[src/rtl/idex_skid_stage_pkg.sv]
// Shared pipeline package (aurora_pipe_pkg): default widths and the ID/EX beat layout.
// Modules re-declare the same field order at their own parameter widths, so the
// default-width beat_t below and a stage's local beat type are bit-compatible.
package aurora_pipe_pkg;

    localparam int DATA_W_DEF = 64;
    localparam int REG_AW_DEF = 5;

    // ID/EX beat at default widths; field order is the packing order everywhere.
    typedef struct packed {
        logic                  wreg_en;
        logic                  wmem_en;
        logic [DATA_W_DEF-1:0] r1;
        logic [DATA_W_DEF-1:0] r2;
        logic [REG_AW_DEF-1:0] wreg;
    } beat_t;

endpackage

[src/rtl/idex_skid_stage_if.sv]
// Upstream/downstream handshake bundle of the ID/EX skid stage.
// master = producer/consumer side (testbench or neighbouring stages), slave = the stage.
interface idex_skid_stage_if
    import aurora_pipe_pkg::*;
#(
    parameter int DATA_W = DATA_W_DEF,
    parameter int REG_AW = REG_AW_DEF
);
    logic              in_valid;
    logic              in_ready;
    logic              in_wreg_en;
    logic              in_wmem_en;
    logic [DATA_W-1:0] in_r1;
    logic [DATA_W-1:0] in_r2;
    logic [REG_AW-1:0] in_wreg;
    logic              out_valid;
    logic              out_ready;
    logic              out_wreg_en;
    logic              out_wmem_en;
    logic [DATA_W-1:0] out_r1;
    logic [DATA_W-1:0] out_r2;
    logic [REG_AW-1:0] out_wreg;

    modport master (
        output in_valid, in_wreg_en, in_wmem_en, in_r1, in_r2, in_wreg, out_ready,
        input  in_ready, out_valid, out_wreg_en, out_wmem_en, out_r1, out_r2, out_wreg
    );

    modport slave (
        input  in_valid, in_wreg_en, in_wmem_en, in_r1, in_r2, in_wreg, out_ready,
        output in_ready, out_valid, out_wreg_en, out_wmem_en, out_r1, out_r2, out_wreg
    );
endinterface

[src/rtl/idex_beat_reg.sv]
// One valid bit plus beat payload. Priority: RST > clear > load > hold.
// Reset also zeroes the payload so the stage outputs read 0 out of reset.
module idex_beat_reg #(
    parameter int W = 8
) (
    input  logic         CLK,
    input  logic         RST,
    input  logic         i_clr,
    input  logic         i_load,
    input  logic [W-1:0] i_beat,
    output logic         o_valid,
    output logic [W-1:0] o_beat
);
    logic         r_valid;
    logic [W-1:0] r_beat;

    // Valid/payload register with synchronous reset, clear and load.
    always_ff @(posedge CLK) begin
        if (RST) begin
            r_valid <= 1'b0;
            r_beat  <= '0;
        end else if (i_clr) begin
            r_valid <= 1'b0;
            r_beat  <= r_beat;
        end else if (i_load) begin
            r_valid <= 1'b1;
            r_beat  <= i_beat;
        end else begin
            r_valid <= r_valid;
            r_beat  <= r_beat;
        end
    end

    assign o_valid = r_valid;
    assign o_beat  = r_beat;
endmodule

[src/rtl/idex_skid_stage.sv]
// ID/EX pipeline register with a one-entry skid buffer (OR + SR).
// in_ready depends only on SR occupancy, so there is no combinational path from
// out_ready back upstream. Optional macro IDEX_PERF_CNT_EN enables the
// stall/bubble performance counters; otherwise those ports are tied to 0.
module idex_skid_stage
    import aurora_pipe_pkg::*;
#(
    parameter int DATA_W = DATA_W_DEF,
    parameter int REG_AW = REG_AW_DEF,
    parameter int CNT_W  = 32
) (
    input  logic               CLK,
    input  logic               RST,
    input  logic               flush,
    idex_skid_stage_if.slave   bus,
    output logic [CNT_W-1:0]   stall_cnt,
    output logic [CNT_W-1:0]   bubble_cnt
);
    // Same field order as aurora_pipe_pkg::beat_t, at this instance's widths.
    typedef struct packed {
        logic              wreg_en;
        logic              wmem_en;
        logic [DATA_W-1:0] r1;
        logic [DATA_W-1:0] r2;
        logic [REG_AW-1:0] wreg;
    } stage_beat_t;

    localparam int BW = $bits(stage_beat_t);

    stage_beat_t w_in_beat;
    stage_beat_t w_or_beat;
    stage_beat_t w_sr_beat;
    stage_beat_t w_or_din;
    logic        w_or_valid;
    logic        w_sr_valid;
    logic        w_accept;
    logic        w_drain;
    logic        w_or_load;
    logic        w_or_clr;
    logic        w_sr_load;
    logic        w_sr_clr;

    assign w_in_beat = '{wreg_en: bus.in_wreg_en, wmem_en: bus.in_wmem_en,
                         r1: bus.in_r1, r2: bus.in_r2, wreg: bus.in_wreg};

    assign bus.in_ready = ~w_sr_valid;
    assign w_accept     = bus.in_valid & ~w_sr_valid;
    assign w_drain      = w_or_valid & bus.out_ready;

    // Load/clear steering for OR and SR; flush clears both and suppresses loads.
    always_comb begin
        w_or_load = 1'b0;
        w_or_clr  = 1'b0;
        w_sr_load = 1'b0;
        w_sr_clr  = 1'b0;
        w_or_din  = w_in_beat;
        if (flush) begin
            w_or_clr = 1'b1;
            w_sr_clr = 1'b1;
        end else if (w_drain) begin
            if (w_sr_valid) begin
                // SR full means in_ready=0, so no beat can arrive this cycle.
                w_or_load = 1'b1;
                w_or_din  = w_sr_beat;
                w_sr_clr  = 1'b1;
            end else if (w_accept) begin
                w_or_load = 1'b1;
            end else begin
                w_or_clr = 1'b1;
            end
        end else if (w_accept) begin
            if (w_or_valid) begin
                w_sr_load = 1'b1;
            end else begin
                w_or_load = 1'b1;
            end
        end else begin
            w_or_load = 1'b0;
        end
    end

    idex_beat_reg #(.W(BW)) u_or (
        .CLK     (CLK),
        .RST     (RST),
        .i_clr   (w_or_clr),
        .i_load  (w_or_load),
        .i_beat  (w_or_din),
        .o_valid (w_or_valid),
        .o_beat  (w_or_beat)
    );

    idex_beat_reg #(.W(BW)) u_sr (
        .CLK     (CLK),
        .RST     (RST),
        .i_clr   (w_sr_clr),
        .i_load  (w_sr_load),
        .i_beat  (w_in_beat),
        .o_valid (w_sr_valid),
        .o_beat  (w_sr_beat)
    );

    assign bus.out_valid   = w_or_valid;
    assign bus.out_wreg_en = w_or_valid & w_or_beat.wreg_en;
    assign bus.out_wmem_en = w_or_valid & w_or_beat.wmem_en;
    assign bus.out_r1      = w_or_beat.r1;
    assign bus.out_r2      = w_or_beat.r2;
    assign bus.out_wreg    = w_or_beat.wreg;

`ifdef IDEX_PERF_CNT_EN
    localparam logic [CNT_W-1:0] CNT_ONE = {{(CNT_W-1){1'b0}}, 1'b1};

    logic [CNT_W-1:0] r_stall_cnt;
    logic [CNT_W-1:0] r_bubble_cnt;

    // Saturating stall/bubble counters; flush does not touch them.
    always_ff @(posedge CLK) begin
        if (RST) begin
            r_stall_cnt  <= '0;
            r_bubble_cnt <= '0;
        end else begin
            if (w_or_valid && !bus.out_ready && (r_stall_cnt != '1)) begin
                r_stall_cnt <= r_stall_cnt + CNT_ONE;
            end else begin
                r_stall_cnt <= r_stall_cnt;
            end
            if (!w_or_valid && bus.out_ready && (r_bubble_cnt != '1)) begin
                r_bubble_cnt <= r_bubble_cnt + CNT_ONE;
            end else begin
                r_bubble_cnt <= r_bubble_cnt;
            end
        end
    end

    assign stall_cnt  = r_stall_cnt;
    assign bubble_cnt = r_bubble_cnt;
`else
    assign stall_cnt  = '0;
    assign bubble_cnt = '0;
`endif
endmodule

[src/flat_wrapper.sv]
// flat-port wrapper written by rule: the top's interface ports become plain ports
module idex_skid_stage_flat import aurora_pipe_pkg::*;
#(
    parameter int DATA_W = DATA_W_DEF,
    parameter int REG_AW = REG_AW_DEF,
    parameter int CNT_W  = 32
)
  (CLK, RST, flush, stall_cnt, bubble_cnt, bus_in_valid, bus_in_wreg_en, bus_in_wmem_en, bus_in_r1, bus_in_r2, bus_in_wreg, bus_out_ready, bus_in_ready, bus_out_valid, bus_out_wreg_en, bus_out_wmem_en, bus_out_r1, bus_out_r2, bus_out_wreg);
  idex_skid_stage_if #(.DATA_W(DATA_W), .REG_AW(REG_AW)) bus_i ();
  input  logic CLK;
  input  logic RST;
  input  logic flush;
  output logic [CNT_W-1:0] stall_cnt;
  output logic [CNT_W-1:0] bubble_cnt;
  input wire logic [$bits(bus_i.in_valid)-1:0] bus_in_valid;
  input wire logic [$bits(bus_i.in_wreg_en)-1:0] bus_in_wreg_en;
  input wire logic [$bits(bus_i.in_wmem_en)-1:0] bus_in_wmem_en;
  input wire logic [$bits(bus_i.in_r1)-1:0] bus_in_r1;
  input wire logic [$bits(bus_i.in_r2)-1:0] bus_in_r2;
  input wire logic [$bits(bus_i.in_wreg)-1:0] bus_in_wreg;
  input wire logic [$bits(bus_i.out_ready)-1:0] bus_out_ready;
  output wire logic [$bits(bus_i.in_ready)-1:0] bus_in_ready;
  output wire logic [$bits(bus_i.out_valid)-1:0] bus_out_valid;
  output wire logic [$bits(bus_i.out_wreg_en)-1:0] bus_out_wreg_en;
  output wire logic [$bits(bus_i.out_wmem_en)-1:0] bus_out_wmem_en;
  output wire logic [$bits(bus_i.out_r1)-1:0] bus_out_r1;
  output wire logic [$bits(bus_i.out_r2)-1:0] bus_out_r2;
  output wire logic [$bits(bus_i.out_wreg)-1:0] bus_out_wreg;
  assign bus_i.in_valid = bus_in_valid;
  assign bus_i.in_wreg_en = bus_in_wreg_en;
  assign bus_i.in_wmem_en = bus_in_wmem_en;
  assign bus_i.in_r1 = bus_in_r1;
  assign bus_i.in_r2 = bus_in_r2;
  assign bus_i.in_wreg = bus_in_wreg;
  assign bus_i.out_ready = bus_out_ready;
  assign bus_in_ready = bus_i.in_ready;
  assign bus_out_valid = bus_i.out_valid;
  assign bus_out_wreg_en = bus_i.out_wreg_en;
  assign bus_out_wmem_en = bus_i.out_wmem_en;
  assign bus_out_r1 = bus_i.out_r1;
  assign bus_out_r2 = bus_i.out_r2;
  assign bus_out_wreg = bus_i.out_wreg;
  idex_skid_stage #(.DATA_W(DATA_W), .REG_AW(REG_AW), .CNT_W(CNT_W)) u_core (.CLK(CLK), .RST(RST), .flush(flush), .bus(bus_i), .stall_cnt(stall_cnt), .bubble_cnt(bubble_cnt));
endmodule
[config.mk]
export PLATFORM = sky130hd
export DESIGN_NAME = idex_skid_stage_flat
export DESIGN_NICKNAME = d
export VERILOG_FILES = /design/src/rtl/idex_skid_stage_pkg.sv /design/src/rtl/idex_skid_stage_if.sv /design/src/rtl/idex_beat_reg.sv /design/src/rtl/idex_skid_stage.sv /design/src/flat_wrapper.sv
export SDC_FILE = /design/constraint.sdc
export NUM_CORES = 1
export LEC_CHECK = 0
export ABC_AREA = 1
export CORE_MARGIN = 1.5
export CORE_UTILIZATION = 39
export CTS_CLUSTER_DIAMETER = 30
export DETAILED_ROUTE_END_ITERATION = 10
export PLACE_DENSITY = 0.65
export SYNTH_ARGS = -nofsm -noshare
export SYNTH_HDL_FRONTEND = slang
export SYNTH_SLANG_ARGS = --single-unit
[constraint.sdc]
create_clock -name CLK -period 1.79 [get_ports CLK]
set_input_delay 0.179 -clock CLK [delete_from_list [all_inputs] [get_ports CLK]]
set_output_delay 0.179 -clock CLK [all_outputs]
set_load 0.01 [all_outputs]
==> results of run 1 <==
==> registers in the layout, indices dropped and copies added (netlist names) <==
register and flops:
u_core.u_or.o_beat 135, u_core.u_or.o_valid 1, u_core.u_sr.o_beat 135, u_core.u_sr.o_valid 1
==> cell type report <==
cell class,instances,area share
inverter,280,0.0569
clock inverter,29,0.0238
tap,461,0.0310
timing repair buffer,326,0.190
clock buffer,94,0.104
sequential,272,0.293
multi-input combinational,1436,0.301
antenna,1,0.000134
==> power by group <==
part           internal, W  switching [W]
combinational      0.00102       0.000985
clock              0.00886        0.00375
sequential         0.00633       0.000145
==> cells in the mapped netlist (all sizes together) <==
library cell | number | area share
dfxtp | 272 | 0.39
conb | 1 | 0.00027
nand2 | 549 | 0.15
clkbuf | 49 | 0.014
o21ai | 137 | 0.049
buf | 264 | 0.14
nor2 | 682 | 0.18
inv | 278 | 0.075
nand4 | 1 | 0.00090
nand3 | 1 | 0.00036
a21oi | 2 | 0.00072
clkinv | 2 | 0.00054
==> critical path, cell delays in order, from the launching register on <==
cell and delay, ns:
sky130_fd_sc_hd__dfxtp_2 0.38, sky130_fd_sc_hd__buf_4 0.16, sky130_fd_sc_hd__nand2_1 0.06, sky130_fd_sc_hd__inv_1 0.07
sky130_fd_sc_hd__dlygate4sd2_1 0.28
==> kinds of logic (layout without fill, tap and decap cells) <==
kind of cell    Yosys count  in the layout  synth area share
simple gates           1233           1233             0.334
buf+inv                 593            729             0.225
flops                   272            272             0.391
compound gates          139            139            0.0500
other cells               1             65          0.000269
==> routing by layer <==
layer  vias up  track usage  part of all wire
met3        60       0.0548             0.077
met1      5479        0.228              0.44
met4         6       0.0691             0.019
met2       330        0.323              0.46
met5         -            0            0.0011
li1       6579            -                 -
==> per-stage QoR <==
stage          setup TNS [ns]  hold WS [ns]
2_1_floorplan               0         0.327
3_3_place_gp           -0.293         0.462
3_5_place_dp            -2.65         0.471
4_1_cts                     0         0.236
5_1_grt                     0         0.279
6_report                    0         0.263
==> worst min path at each step <==
stage,end,slack (ns),cells past startpoint,start
floorplan,u_core.u_sr.o_beat[84],0.33,2,bus_in_r1[15]
global placement,u_core.u_sr.o_beat[70],0.46,2,u_core.u_sr.o_beat[70]
detailed placement,u_core.u_sr.o_beat[113],0.47,2,u_core.u_sr.o_beat[113]
CTS,u_core.u_sr.o_beat[129],0.24,3,bus_in_r1[60]
global route,u_core.u_sr.o_beat[22],0.28,3,bus_in_r2[17]
finish,u_core.u_sr.o_beat[116],0.26,3,bus_in_r1[47]
==> repair_timing <==
item,4_1_cts,5_1_grt
pin swaps,0,0
setup buffers,0,0
endpoints found under the setup margin,4,1
resized for setup,5,1
==> results, run 1 <==
- The row count is 69.
- The worst setup path endpoint is bus_out_wreg_en.
- The final count of hold timing violations is 0.
- The clock period could shrink to 1.69 ns.
- In this run the worst path has a maximum fanout of 5.
- With fillers left out, the area of the finished cells amounts to 18,600 µm².
- TritonCTS built the clock tree.
- The final period utilization is 0.945.
- The endpoint identified for the worst register-to-register timing path is u_core.u_or.o_beat[82].
- The HPWL reported at the end of detailed placement is 22,800 µm.
- Using the TritonRoute via totals, the vias-per-cell ratio works out to 4.30.
- In this run the remaining antenna-violating nets after routing total 0.
- The first element of the critical path is u_core.u_or.o_valid.
- The number of CTS-inserted buffers is 69.
- The clock skew is 0.0168 ns.
- The cell total after placement is 2,775.
- Input and output buffers added on the ports amount to 276.
- Setup repair after global routing left no endpoint under its margin.
- Excluding fillers, the count of instances in the completed layout stands at 2,899.
- The nature of the critical path endpoint is an output pin.
- Of the synthesized area, sequential elements account for 0.391.
- The clock reaches the later pin of the worst-skew pair after 0.57 ns.
- The average cell area after synthesis is 6.22 µm².
- The synthesis warning total is 0.
- Across the run, the number of max-cap violations was 0.
- The pre-CTS setup slack is -0.0797 ns.
- After clock tree synthesis, the flow added hold-fix buffers numbering 0.
- The worst setup path category is register to output pin.
- Summing over every cut layer, the via total after detailed routing is 12,500.
- The run finished with clean final reports.
- The area of the core is 35,400 µm².
- The path depth of the worst reg2reg path is 8.
- The final count of pins violating max slew came to 0.
- The congestion estimate from routability-driven global placement came to 0.787.
- The highest clock rate is 591 MHz.
- The cell count after synthesis is 2,238.
- The kind of start point of the critical path is a register.
- In the final layout, the share of cells above drive strength 1 is 0.0698.
- The average detailed-routed wire length per instance is 12.1 µm.
- In this run the number of H-tree levels came out at 3.
- The number of DRC violations after detailed routing is 0.
- The total of endpoints with negative setup slack in the final report is 0.
- The clock-pin slew of the registers on the worst-case setup and hold paths is 0.04 ns.
- The fill cell instance count of the final layout is 3,357.
- The path class of the lowest-slack min-delay path is primary input to register.
- The floorplan step set the die width to 192 µm.
- For this run the aggregate overflow at the end of global routing stands at 0.
- The detailed router finished its first iteration with 580 violations.
- Pin placement for this block handled 341 I/O pins.
- The area added between synthesis and finish is 33.7%.
- The design draws 0.0211 W.
- The number of storage elements in the synthesis netlist is 272.
- At the worst endpoint, the required time is 1.61 ns.
- The instance area at placement is 16,200 µm².
- The net total in the final layout is 2,525.
- For this configuration, the core starts out at a cell density of 0.393.
- The minimum setup slack in the final design is 0.0991 ns.
- The synthesized netlist contains 20 unique library cells.
- The core utilization of the finished layout is 0.526.
- The tree is rooted in a sky130_fd_sc_hd__clkbuf_16.
- For this run, the detailed router's first-pass iteration total came to 4.
- In this run the critical register-to-register path is launched from u_core.u_sr.o_valid.
- In the layout the commonest cells are 681 x sky130_fd_sc_hd__nor2_1, 548 x sky130_fd_sc_hd__nand2_1, 274 x sky130_fd_sc_hd__inv_1, 271 x sky130_fd_sc_hd__clkdlybuf4s50_1, 271 x sky130_fd_sc_hd__dfxtp_1.
- The die is 192 µm tall.
- Data arrives at the worst endpoint at 1.51 ns.
- No sink is reached through more buffers than the 3 on the longest clock path.
- The routed design has 35,200 µm of wire.
- The overall track demand over capacity in global routing is 0.191.
- The combined area of all synthesized cells is 13,900 µm².
- The storage element area is 5450 µm².
- Entering global routing, the biggest net connects 72 pins.
- The static leakage is 8.35 nW.
- The number of antenna violations at the first check in global routing is 3.
- Power spread over the standard cell area amounts to 1130 nW/µm².
- The number of global-route vias before repair is 11,700.
- The die covers 36,900 µm².
- Across the VDD grid, the largest voltage drop is 0.000828 V.
- The global-route wire length before repair is 56,500 µm.
- The clock net in this run drives a total of 272 sinks.
- The area of the multi-input gates is 5610 µm².
- In this run the register-to-register setup slack is 0.18 ns.
- Leaving out fill and tap cells, the most frequent cell in the layout is sky130_fd_sc_hd__nor2_1.
Note: power is estimated with default switching activity, not from simulation.
==> inputs of run 2 (changes only) <==
- PLACE_DENSITY: 0.65 -> 0.66
- SYNTH_HIERARCHICAL: default -> 1
==> run 2 against run 1 <==
Maximum frequency fell by 3.3%. Sequential share of layout area fell by 1.9 points. Cell count rose by 5.6%. Flip-flop and latch count did not move. Combinational power rose by 9%. Area after synthesis fell by 0.24%. Design area rose by 7.0%.
==> results, run 2 <==
- The combined area of all synthesized cells is 13,900 µm² (-0.24%).
- The cell count after synthesis came to 2,282 (+2.0%).
- The row count is 68 (-1.4%).
- The total of endpoints with negative setup slack in the final report is 0 (unchanged).
- Setup repair after global routing left no endpoint under its margin.
- The overall track demand over capacity in global routing is 0.237 (+0.0463).
- The maximum fanout encountered on the critical timing path came to 6 (+1).
- The number of enable flip-flop cells after synthesis was 0 (unchanged).
- The critical path required time was 1.61 ns (about the same).
- The register-to-register path setup slack is 0.08 ns (-0.10 ns).
- The fill cell instance count of the final layout was 3,346 (-0.33%).
- The top cell type's share of synthesized area came to 0.392 (+0.000951).
- The fraction of synthesis flops using an asynchronous set or reset pin is 0 (unchanged).
- The tree is rooted in a sky130_fd_sc_hd__clkbuf_16.
- The static leakage is 9.69 nW (+16%).
- The register area share after synthesis is 0.392 (+0.000951).
- The total die area is 36,800 µm² (-0.24%).
- The number of global-route vias before repair is 14,100 (+21%).
- The path depth of the worst reg2reg path is 8 (unchanged).
- The flow ran to the end, and the final reports show no timing, DRC or antenna violations.
- The number of storage elements in the synthesis netlist is 272 (unchanged).
- The maximum number of pins on one net before global-route repair is 80 (+11%).
- The synthesis warning total is 6 (+6).
- The deepest clock path buffer count is 3 (unchanged).
- The pre-CTS setup slack is -0.216 ns (-0.137 ns).
- The HPWL reported at the end of detailed placement is 27,800 µm (+22%).
- The final total power was 0.0220 W (+4.3%).
- The ratio of routed vias to standard cells is 4.69 (+9.2%).
- The path class of the tightest hold or removal check is primary input to register.
- The average cell area after synthesis is 6.09 µm² (-2.2%).
- The clock tree from TritonCTS is done.
- The number of CTS-inserted buffers was 70 (+1.4%).
- The kind of start point of the critical path is a register.
- The worst hold path terminates at u_core/u_sr/o_beat[35].
- The clock skew is 0.0170 ns (+0.000192 ns).
- The starting density of the core is 0.399 (+0.00579).
- The number of top-level design ports was 341 (unchanged).
- The signal on the critical path passes through buf_6 > clkdlybuf4s50_1.
- The number of detailed-route iterations in the first pass is 5 (+1).
- The shortest clock period the worst path allows after layout is 1.75 ns (+0.0581 ns).
- The arrival time at the worst endpoint is 1.57 ns (+0.06 ns).
- Among all cell types in the netlist, the one instantiated most often is sky130_fd_sc_hd__nand2_1.
- The clock sink total was 272 (unchanged).
- The buffers inserted during post-CTS setup optimization was 0 (unchanged).
- The nature of the critical path endpoint is an output pin.
- The number of nets with antenna violations after routing is 0 (unchanged).
- The overflow left after global routing is 0 (unchanged).
- The average detailed-routed wire length per instance is 14.2 µm (+17%).
- The fraction of layout instances using a drive strength above 1 came to 0.0826 (+0.0128).
- Sorting the synthesized cells by area gives the leading types as sky130_fd_sc_hd__dfxtp_1 39%, sky130_fd_sc_hd__nand2_1 15%, sky130_fd_sc_hd__nor2_1 15%.
- The net total in the final layout is 2,687 (+6.4%).
- The hold-critical path depth is 5 (+2).
- The beginning of the worst hold path is bus_in_r2[30].
- The sum of routed wire length over all layers is 43,500 µm (+24%).
- The area of the core is 34,800 µm² (-1.7%).
- The count of cell instances traversed by the critical path was 2 (-2).
- The core utilization of the finished layout came to 0.572 (+0.0466).
- The final period utilization is 0.977 (+0.0324).
- The die width is 192 µm (-0.12%).
- The number of port buffers is 276 (unchanged).
- The worst register-to-register path begins at u_core/u_or/o_valid.
- The destination of the worst register-to-register timing path is u_core/u_sr/o_beat[41].
- The global-route wire length before repair is 70,200 µm (+24%).
- The unique cell type count in the Yosys netlist came to 16 (-20%).
- The first-iteration detailed-routing DRC count is 945 (+63%).
- The highest clock rate was 572 MHz (-3.3%).
- The final count of pins violating max slew is 0 (unchanged).
- The largest voltage drop on the vdd net is 0.000833 V (+0.69%).
- Broken down by cell family, the worst path's largest delay share belongs to buffers and inverters.
- Compared with the post-synthesis result, the final layout area differs by 43.4%.
- The total power per unit cell area is 1100 nW/µm² (-2.5%).
- The most instantiated flip-flop cell in the synthesis netlist is sky130_fd_sc_hd__dfxtp_1.
- The most frequent standard cell in the layout excluding fill and tap cells is sky130_fd_sc_hd__nand2_1.
- The number of antenna violations at the first check in global routing is 3 (unchanged).
- The number of hold buffers added after CTS is 0 (unchanged).
- The sum of buffers and inverters on the critical path is 2 (-1).
- The number of DRC violations after detailed routing was 0 (unchanged).
- The y dimension of the die is 192 µm (-0.12%).
- The highest cell delay on the worst timing path is 0.53 ns (+0.15 ns).
- sky130_fd_sc_hd__dfxtp_1 takes more of the synthesized area than any other cell.
- The weighted congestion reported at the end of routability-driven placement is 0.821 (+4.3%).
- The worst-skew pair later-pin latency is 0.56 ns (about the same).
- The commonest cells after synthesis are 545 x sky130_fd_sc_hd__nand2_1, 544 x sky130_fd_sc_hd__nor2_1, 407 x sky130_fd_sc_hd__nand3_1.
- The worst setup path category is register to output pin.
- In the layout the commonest cells are 545 x sky130_fd_sc_hd__nand2_1, 543 x sky130_fd_sc_hd__nor2_1, 407 x sky130_fd_sc_hd__nand3_1, 275 x sky130_fd_sc_hd__inv_1, 273 x sky130_fd_sc_hd__clkdlybuf4s50_1.
- The depth of the CTS H-tree is 3 (unchanged).
- The minimum setup slack in the final design was 0.0410 ns (-0.0581 ns).
- The critical path's slowest cell is sky130_fd_sc_hd__clkdlybuf4s50_1.
- The number of maximum-capacitance constraint violations was 0 (unchanged).
- The final count of hold timing violations is 0 (unchanged).
- The total via count after detailed routing is 14,400 (+15%).
- The clock-pin slew of the registers on the worst-case setup and hold paths is 0.04 ns (about the same).
==> run 2: cells by family (layout without fill, tap and decap cells) <==
group,Yosys count,in the layout,synth area share
compound gates,1,1,0.000360
buf+inv,504,762,0.162
other cells,1,66,0.000270
simple gates,1504,1504,0.445
flops,272,272,0.392
==> run 2: where the power goes <==
group	total, W	switching [W]	internal (W)
Combinational	0.00219	0.00117	0.00102
Sequential	0.00639	0.000109	0.00628
Clock	0.0134	0.00387	0.00955
Total	0.0220	0.00514	0.0169
==> run 2: layer usage <==
metal / vias to the layer above / track usage / share of wire
met1: 6498 / 0.283 / 0.42
met3: 86 / 0.0722 / 0.084
met5: - / 0 / 0.00030
li1: 7327 / - / -
met4: 2 / 0.0934 / 0.029
met2: 441 / 0.395 / 0.47
==> run 2: repair_timing <==
action / 4_1_cts / 5_1_grt
endpoints found under the hold margin: 0 / 0
gates resized for setup: 4 / 2
pin swaps: 0 / 0
setup endpoints to repair: 3 / 2
==> run 2: area by class of cell <==
| class | count | area [µm²] | area share |
|---|---|---|---|
| Clock buffer | 90 | 2030 | 0.102 |
| Sequential cell | 272 | 5450 | 0.273 |
| Multi-Input combinational cell | 1569 | 6450 | 0.324 |
| Timing Repair Buffer | 351 | 3820 | 0.192 |
| Clock inverter | 38 | 523 | 0.0263 |
| Tap cell | 455 | 569 | 0.0286 |
| Antenna cell | 2 | 5.00 | 0.000251 |
| Inverter | 283 | 1070 | 0.0540 |
==> run 2: worst max path at each step <==
| stage | end | slack (ns) | from |
|---|---|---|---|
| 2_1_floorplan | u_core/u_sr/o_beat[101] | 0.07 | u_core/u_or/o_valid |
| 3_3_place_gp | u_core/u_or/o_beat[61] | -0.19 | bus_out_ready |
| 3_5_place_dp | u_core/u_or/o_beat[75] | -0.22 | bus_out_ready |
| 4_1_cts | bus_in_ready | 0.001 | u_core/u_sr/o_valid |
| 5_1_grt | bus_out_valid | 0.002 | u_core/u_or/o_valid |
| 6_report | bus_out_valid | 0.04 | u_core/u_or/o_valid |
==> run 2: worst register-to-register path: stages (launching register included) <==
cell and delay [ns]:
sky130_fd_sc_hd__dfxtp_2 0.34, sky130_fd_sc_hd__buf_6 0.13, sky130_fd_sc_hd__nand3_1 0.10, sky130_fd_sc_hd__nor3_2 0.25, sky130_fd_sc_hd__inv_2 0.08, sky130_fd_sc_hd__nor2_4 0.17
sky130_fd_sc_hd__buf_12 0.29, sky130_fd_sc_hd__nor2_1 0.17, sky130_fd_sc_hd__nor2_1 0.12
==> run 2: through the flow <==
stage | TNS [ns] | instance area (µm²) | cells | hold slack [ns]
floorplan | 0 | 14100 | 2345 | 0.256
global placement | -35.94 | 17400 | 2930 | 0.462
detailed placement | -39.16 | 17400 | 2930 | 0.471
CTS | 0 | 19900 | 3058 | 0.247
global route | 0 | 19900 | 3058 | 0.280
finish | 0 | 19900 | 3060 | 0.275
==> inputs of run 3 (changes only) <==
- GPL_TIMING_DRIVEN: default -> 0
- clock period: 1.79 -> 1.95 ns (I/O delays scaled with it)
==> run 3 against run 2 <==
Count of clock-buffer cells in the layout fell by 2. Design area rose by 2.0%. Utilization up 1.1 points. Flip-flop and latch count did not move. Combinational power down 5%. Clock power decreased by 9.7%. Sequential share of layout area fell by 0.52 points. Global-route usage fell by 0.28 points. Register-to-register slack got worse by 0.03 ns. Wire length grew 0.27%. Cell count up 5.4%. Die area did not move. Critical path type is now register to register. Highest routed layer unchanged.
==> results, run 3 (same netlist as run 2, synthesis figures left out) <==
- The flow ran to the end, and the final reports show no timing, DRC or antenna violations.
- The clock power share is 0.603 (-0.007).
- The maximum fanout encountered on the critical timing path is 7 (+1).
- The HPWL reported at the end of detailed placement is 30,500 µm (+9.7%).
- The clock skew is 0.0129 ns (-0.00414 ns).
- The arrival time at the worst endpoint is 2.39 ns (+0.82 ns).
- The final cell count without fillers is 3,224 (+5.4%).
- The weighted congestion reported at the end of routability-driven placement came to 0.852 (+3.7%).
- The hold-critical path depth is 5 (unchanged).
- The fraction of layout instances using a drive strength above 1 was 0.118 (+0.0354).
- The worst hold path belongs to the class primary input to register.
- The core utilization of the finished layout was 0.584 (+0.0114).
- The number of detailed-route iterations in the first pass is 5 (unchanged).
- The worst setup path category is register to register.
- The first-iteration detailed-routing DRC count is 869 (-8.0%).
- The number of maximum-capacitance constraint violations is 0 (unchanged).
- The cell total after placement is 3,076 (+5.0%).
- The clock sink total came to 272 (unchanged).
- The power spent charging and discharging nets is 0.00475 W (-7.8%).
- The number of CTS-inserted buffers came to 71 (+1.4%).
- The smallest clock period supported by the final layout is computed as 1.90 ns.
- The number of antenna violations at the first check in global routing was 6 (+3).
- The number of nets with antenna violations after routing is 0 (unchanged).
- The number of hold buffers added after CTS is 0 (unchanged).
- The final count of pins violating max slew came to 0 (unchanged).
- The final period utilization is 0.974.
- The total of endpoints with negative setup slack in the final report is 0 (unchanged).
- The kind of start point of the critical path is a register.
- The total die area came to 36,800 µm² (unchanged).
- The part of the power in combinational logic was 0.104 (+0.004).
- The starting density of the core came to 0.399 (unchanged).
- The deepest clock path buffer count is 3 (unchanged).
- The area of the core is 34,800 µm² (unchanged).
- The row count is 68 (unchanged).
- The maximum number of pins on one net before global-route repair is 11 (-86%).
- The number of DRC violations after detailed routing is 0 (unchanged).
- The destination of the worst register-to-register timing path is u_core/u_or/o_beat[0].
- The die width came to 192 µm (unchanged).
- The total via count after detailed routing was 14,800 (+3.3%).
- The register-to-register path setup slack was 0.05 ns (-0.03 ns).
- The final total negative setup slack is 0 ns (unchanged).
- The area added between synthesis and finish is 46.3%.
- The largest voltage drop on the vdd net is 0.000764 V (-8.3%).
- The sum of routed wire length over all layers is 43,700 µm (+0.27%).
- The critical path required time was 2.44 ns (+0.83 ns).
- Setup repair after global routing could not meet its margin everywhere.
- The end of the worst hold path is u_core/u_sr/o_beat[117].
- The overflow left after global routing is 0 (unchanged).
- The CTS root buffer is sky130_fd_sc_hd__clkbuf_16.
- The depth of the CTS H-tree was 3 (unchanged).
- The clock-pin slew of the registers on the worst-case setup and hold paths was 0.04 ns (about the same).
- The power share of the sequential group was 0.293 (+0.002).
- The worst slew slack as a fraction of its limit is 0.659.
- The worst-case hold slack was 0.297 ns (+0.0217 ns).
- The average detailed-routed wire length per instance is 13.5 µm (-4.8%).
- The number of global-route vias before repair was 14,000 (-1.3%).
- The static leakage came to 10.1 nW (+4.5%).
- The nature of the critical path endpoint is a register.
- The net switching share of the total power is 0.237 (+0.00331).
- The library cell used most frequently in the layout, excluding fill and tap cells, is sky130_fd_sc_hd__nand2_1.
- The overall track demand over capacity in global routing came to 0.234 (-0.00285).
- The reg-to-reg startpoint is u_core/u_or/o_valid.
- The ratio of routed vias to standard cells is 4.60 (-1.9%).
- The path depth of the worst reg2reg path came to 12 (+4).
- The internal power of the cells came to 0.0153 W (-9.4%).
- The net total in the final layout was 2,847 (+6.0%).
- The highest clock rate is 526 MHz.
- The number of port buffers was 276 (unchanged).
- The top cell types in the final layout, fill and taps aside, are 544 x sky130_fd_sc_hd__nand2_1, 543 x sky130_fd_sc_hd__nor2_1, 407 x sky130_fd_sc_hd__nand3_1, 276 x sky130_fd_sc_hd__clkdlybuf4s50_1, 276 x sky130_fd_sc_hd__inv_1.
- The y dimension of the die is 192 µm (unchanged).
- The worst-margin pin slew is 0.512 ns.
- The global-route wire length before repair is 68,700 µm (-2.2%).
- The final count of hold timing violations is 0 (unchanged).
- The number of top-level design ports came to 341 (unchanged).
- The total power per unit cell area is 985 nW/µm² (-11%).
- The worst-skew pair later-pin latency was 0.56 ns (about the same).
- In this run the most critical hold path is launched from bus_in_r1[48].
- The clock tree from TritonCTS is done.
## run 3: timing repair
action                                  4_1_cts  5_1_grt
gates cloned                                  1        0
hold endpoints to repair                      0        0
buffers inserted                              7        5
pin swaps                                     4        0
endpoints found under the setup margin      274      257
gates resized for setup                      30       96
## run 3: worst max-delay path by stage
stage	to	start	slack [ns]	cells after the start
2_1_floorplan	u_core/u_sr/o_beat[11]	flush	0.09	9
3_3_place_gp	u_core/u_sr/o_beat[127]	flush	-1.21	10
3_5_place_dp	u_core/u_sr/o_beat[113]	flush	-1.20	10
4_1_cts	u_core/u_sr/o_beat[105]	u_core/u_or/o_valid	0.004	9
5_1_grt	u_core/u_sr/o_beat[105]	u_core/u_sr/o_valid	-0.04	9
6_report	u_core/u_or/o_beat[0]	u_core/u_or/o_valid	0.05	12
## run 3: through the flow
stage	setup slack [ns]	instance area, µm²	total power [W]
6_report	0.0503	20300	0.0200
5_1_grt	-0.0414	20300	0.0208
2_1_floorplan	0.0879	14100	0.00705
4_1_cts	0.00356	20100	0.0202
3_5_place_dp	-1.20	17500	0.00796
3_3_place_gp	-1.21	17500	0.00793
## run 3: area by class of cell
| class | instances | area [µm²] |
|---|---|---|
| clock buffer | 88 | 1990 |
| timing repair buffer | 289 | 2910 |
| fill | 3331 | 14500 |
| tap | 455 | 569 |
| clock inverter | 41 | 510 |
| multi-input combinational | 1569 | 6460 |
| antenna | 6 | 15.0 |
| sequential | 272 | 5450 |
| inverter | 283 | 1060 |
| buffer | 221 | 1360 |
## run 3: routing by layer
layer,part of all wire,track usage,vias up
met1,0.43,0.289,6583
li1,-,-,7657
met5,0.00048,0,-
met4,0.031,0.104,4
met2,0.46,0.382,501
met3,0.086,0.0608,89
## run 3: worst max-delay path: stages, from the launching register on
cell,delay (ns)
sky130_fd_sc_hd__dfxtp_4,0.38
sky130_fd_sc_hd__nand2_4,0.10
sky130_fd_sc_hd__inv_1,0.08
sky130_fd_sc_hd__nand2_1,0.08
sky130_fd_sc_hd__nand2_2,0.12
sky130_fd_sc_hd__nor2_4,0.20
sky130_fd_sc_hd__inv_2,0.07
sky130_fd_sc_hd__nor2_4,0.22
sky130_fd_sc_hd__buf_12,0.17
sky130_fd_sc_hd__clkbuf_4,0.18
sky130_fd_sc_hd__buf_4,0.12
sky130_fd_sc_hd__nor2_1,0.03
sky130_fd_sc_hd__nor2_1,0.08
## run 3: power by group through the flow
stage | clock network [W] | logic, W | registers [W]
floorplan | 0 | 0.00103 | 0.00602
global route | 0.0126 | 0.00231 | 0.00588
CTS | 0.0123 | 0.00205 | 0.00587
global placement | 0 | 0.00198 | 0.00596
finish | 0.0121 | 0.00208 | 0.00586
detailed placement | 0 | 0.00200 | 0.00596
